## src/rtl/half_adder_reg.sv

```systemverilog
// half_adder_reg: registered, vectorised half adder.
//
// WIDTH independent 1-bit half-adder lanes (s = x ^ y, c = x & y per lane). There is no
// carry between lanes. Every result and summary output is registered, so latency is one
// cycle and no input reaches an output combinationally.
//
// Optional build macro: HA_STATS_EN adds a saturating 16-bit count of accepted operations
// that produced at least one carry.
//
// Ports:
//   clk            rising-edge clock
//   rst            asynchronous reset, active-high; clears every output
//   in_valid       x/y hold an operation to accept this cycle
//   x, y           operands, one bit per lane
//   out_valid      s/c/summary were updated on the last edge
//   s              per-lane sum (x ^ y)
//   c              per-lane carry (x & y)
//   carry_count    number of lanes with c = 1 (0..WIDTH)
//   any_carry      OR-reduction of c
//   stat_carry_ops (HA_STATS_EN only) saturating count of carry-producing operations
module half_adder_reg #(
  parameter int unsigned  WIDTH = 1,
  localparam int unsigned CW    = $clog2(WIDTH + 1)
) (
  input  logic             clk,
  input  logic             rst,
  input  logic             in_valid,
  input  logic [WIDTH-1:0] x,
  input  logic [WIDTH-1:0] y,
  output logic             out_valid,
  output logic [WIDTH-1:0] s,
  output logic [WIDTH-1:0] c,
  output logic [CW-1:0]    carry_count,
  output logic             any_carry
`ifdef HA_STATS_EN
  ,
  output logic [15:0]      stat_carry_ops
`endif
);

  // Per-lane combinational results, only ever sampled into registers.
  logic [WIDTH-1:0] sum_vec;
  logic [WIDTH-1:0] carry_vec;
  logic [CW-1:0]    carry_pop;
  logic             carry_any;

  assign sum_vec   = x ^ y;
  assign carry_vec = x & y;
  assign carry_any = |carry_vec;

  always_comb begin
    carry_pop = '0;
    for (int unsigned i = 0; i < WIDTH; i++) begin
      carry_pop = carry_pop + CW'(carry_vec[i]);
    end
  end

  logic             valid_q;
  logic [WIDTH-1:0] s_q;
  logic [WIDTH-1:0] c_q;
  logic [CW-1:0]    count_q;
  logic             any_q;

  // Results only move on an accepted operation, so X on x/y while idle cannot leak through.
  always_ff @(posedge clk or posedge rst) begin
    if (rst) begin
      valid_q <= 1'b0;
      s_q     <= '0;
      c_q     <= '0;
      count_q <= '0;
      any_q   <= 1'b0;
    end else begin
      valid_q <= in_valid;
      if (in_valid) begin
        s_q     <= sum_vec;
        c_q     <= carry_vec;
        count_q <= carry_pop;
        any_q   <= carry_any;
      end
    end
  end

  assign out_valid   = valid_q;
  assign s           = s_q;
  assign c           = c_q;
  assign carry_count = count_q;
  assign any_carry   = any_q;

`ifdef HA_STATS_EN
  logic [15:0] stat_q;

  // Saturates at all-ones instead of wrapping.
  always_ff @(posedge clk or posedge rst) begin
    if (rst) begin
      stat_q <= '0;
    end else if (in_valid && carry_any && (stat_q != 16'hFFFF)) begin
      stat_q <= stat_q + 16'd1;
    end
  end

  assign stat_carry_ops = stat_q;
`endif

endmodule

```

## config.mk

```make
export PLATFORM = sky130hd
export DESIGN_NAME = half_adder_reg
export DESIGN_NICKNAME = d
export VERILOG_FILES = /design/src/rtl/half_adder_reg.sv
export SDC_FILE = /design/constraint.sdc
export NUM_CORES = 1
export LEC_CHECK = 0
export BUFFER_PORTS_ARGS = -buffer_cell sky130_fd_sc_hd__buf_4
export CORE_AREA = 2 2 39 41
export DETAILED_ROUTE_END_ITERATION = 6
export DIE_AREA = 0 0 41 43
export MAX_ROUTING_LAYER = met4
export SLEW_MARGIN = 0
export SYNTH_ARGS = -nofsm -noshare
export SYNTH_HDL_FRONTEND = slang
export SYNTH_SLANG_ARGS = --single-unit
```

## constraint.sdc

```tcl
create_clock -name clk -period 0.85 [get_ports clk]
set_input_delay 0.0425 -clock clk [delete_from_list [all_inputs] [get_ports clk]]
set_output_delay 0.0425 -clock clk [all_outputs]
set_load 0.02 [all_outputs]
```

Word-level counts from Yosys, hierarchy flattened
Cells that the tools add are included.
{"block": "word_totals", "register_bits": 3, "in_bits": 5}
{"block": "op_classes", "bitwise_logic": 2}
{"cell": "AND 1 bit", "count": 1}
{"cell": "bitwise XOR 1 bit", "count": 1}

Depth between registers and ports, before layout
{"block": "logic_depth", "ltp_word": 1, "depth_mapped": 2, "mapped_depth_nobuf": 2}

Worst setup path after synthesis
OpenSTA, ideal clock, no wires.
{"block": "synth_path", "path_kind": "register -> register", "from": "register, netlist name c", "to": "register c_q (netlist: c)", "setup_ns": 0.125, "arrival_ns": 0.727, "required_time_ns": 0.725, "slack_ns": -0.002, "path_stages_with_launch": 2, "path_buffers": 0, "period_less_slack_ns": 0.852, "cell_sequence": "dfrtp_1 -> mux2_2"}
{"element": "end signal: assignment", "line_no": "76", "text": "c_q <= carry_vec;"}
{"element": "end: declaration", "line_no": "60", "text": "logic [WIDTH-1:0] c_q;"}

==> results.json <==
{
  "grt_pass1_vias": 106,
  "cts_made_buffers": 3,
  "instances_no_fill": 38,
  "rsz0062_at_grt": "true",
  "slew_violations": 0,
  "die_w_um": 41,
  "layout_common_cells": "6 x buf_4, 3 x clkbuf_4, 3 x buf_6",
  "path_clk_slew_ps": 40,
  "met3_usage": 0.0471,
  "hold_viol": 0,
  "root_buffer": "clkbuf_4",
  "drt_iter0_drc": 0,
  "yosysWarnings": 0,
  "required_ps": 810,
  "cts_setup_buffers": 0,
  "nFillCells": 153,
  "core_area_mm2": 0.00138,
  "htreeDepth": 1,
  "worstSetupEndpointType": "primary output",
  "hp-class": "input port to register",
  "syn_inst": 9,
  "setup_viol": 0,
  "grt_util_met2": 0.0500,
  "crit_family": "flip-flops",
  "place.port_buffers": 9,
  "relSlewSlack": 0.924,
  "period_minus_slack_ps": 841,
  "cp-start-kind": "register",
  "worst_pin_slew_ps": 114,
  "place_area_um2": 203,
  "maxCapViolCount": 0,
  "vias_per_cell": 3.08,
  "status": "finished clean",
  "final_area_um2": 260,
  "rows": 14,
  "postSynthAreaPerCell_um2": 14.3,
  "worst-setup-path-type": "register to primary output",
  "drc": 0,
  "via_count": 117,
  "multiInputGateArea_um2": 35.0,
  "overflow": 0,
  "grt_max_degree": 5,
  "final_nets": 29,
  "ys_seq_elements": 3,
  "io_pins": 10,
  "clock.fmax_mhz": 1190,
  "syn_nets": 15,
  "gp_congestion": 0.499,
  "syn_to_final_growth_pct": 102,
  "ys_types": 5,
  "grt_use_met1": 0.0288,
  "max-vdd-ir-drop_mv": 0.295,
  "regArea_um2": 76.3,
  "total_leakage_power_nw": 0.127,
  "post-route-period-util": 0.990,
  "crit_fanout": 4,
  "grt.busiest_layer": "met4",
  "syn_area_um2": 129,
  "arrival_ps": 800,
  "path_cells": "buf_6",
  "cts.path.max_buffers": 2,
  "grt_usage": 0.0473,
  "path_buf_inv": 1,
  "cpPeakStageDelay_ps": 430,
  "cp_slowest_cell": "dfrtp_2",
  "yosysSeqAreaShare": 0.583,
  "dp_slack_ps": 46.0,
  "clock-sinks": 3,
  "power_density_mw_per_mm2": 2020,
  "grt_pass1_wl_um": 400,
  "avgRoutedWirePerCell_um": 8.24,
  "dieHeight_um": 43,
  "die_area_mm2": 0.00176,
  "wirelength_um": 313,
  "final_common_cell": "buf_4",
  "drtAntennaViolNets": 0,
  "drive_gt1_frac": 0.682,
  "tns_ps": 0,
  "finalClockSkew_ps": 0,
  "antenna_cells": 0,
  "dr.pass1.iters": 1,
  "total_power_uw": 525,
  "cts_tree": "yes",
  "antenna_found_initial": 0,
  "start_util": 0.0931,
  "clk_latency_ps": 230,
  "worst_slack_ps": 8.61,
  "dp_cells": 32
}
registers in the layout, summed over array words and instances (netlist names):
signal     cells
c              1
out_valid      1
s              1
power breakdown:
| group | switching [mW] | leakage [nW] | total (mW) | internal (mW) |
|---|---|---|---|---|
| clock network | 0.0679 | 0.0150 | 0.243 | 0.176 |
| logic | 0.0480 | 0.0774 | 0.112 | 0.0639 |
| registers | 0.0111 | 0.0349 | 0.169 | 0.158 |
| total | 0.127 | 0.127 | 0.525 | 0.398 |
per-stage QoR:
step / hold WS (ps) / util
finish: 81.0 / 0.188
global route: 80.8 / 0.188
CTS: 76.6 / 0.180
detailed placement: -74.4 / 0.146
global placement: -77.0 / 0.146
floorplan: -204 / -
synthesized netlist by cell type, drive strengths merged:
cell / count / share of area
dfrtp: 3 / 0.58
buf: 2 / 0.12
mux2: 2 / 0.17
ha: 1 / 0.097
inv: 1 / 0.029
logic make-up after synthesis:
family	Yosys count	synth area share
buffers and inverters	3	0.146
muxes	2	0.175
DFF	3	0.583
adders and majority gates	1	0.0971
final cells by class:
class,instances,share of cell area
repair buffers,11,0.380
flip-flops and latches,3,0.293
multi-input cells,3,0.135
clock buffers,4,0.101
well taps,16,0.0769
inverters,1,0.0144
per-layer routing:
metal / vias to the layer above / part of all wire
met4: 0 / 0.026
met3: 2 / 0.19
met5: - / 0
li1: 54 / -
met2: 10 / 0.44
met1: 51 / 0.34
worst paths after layout:
kind | to | depth (start not counted) | start | slack [ps]
max in group asynchronous | c$_DFFE_PP0P_ | 3 | rst | 470
setup reg to reg | c$_DFFE_PP0P_ | 1 | c$_DFFE_PP0P_ | 40
hold reg to reg | s$_DFFE_PP0P_ | 1 | s$_DFFE_PP0P_ | 510
min in group asynchronous | s$_DFFE_PP0P_ | 3 | rst | 240
hold / removal | s$_DFFE_PP0P_ | 2 | in_valid | 80
setup / recovery | carry_count | 1 | c$_DFFE_PP0P_ | 9
what timing repair did:
item / in CTS / in global routing
endpoints found under the hold margin: 4 / 0
hold buffers: 2 / 0
resized for setup: 0 / 3
setup endpoints to repair: 3 / 3
Power figures use the tool's default switching activity.
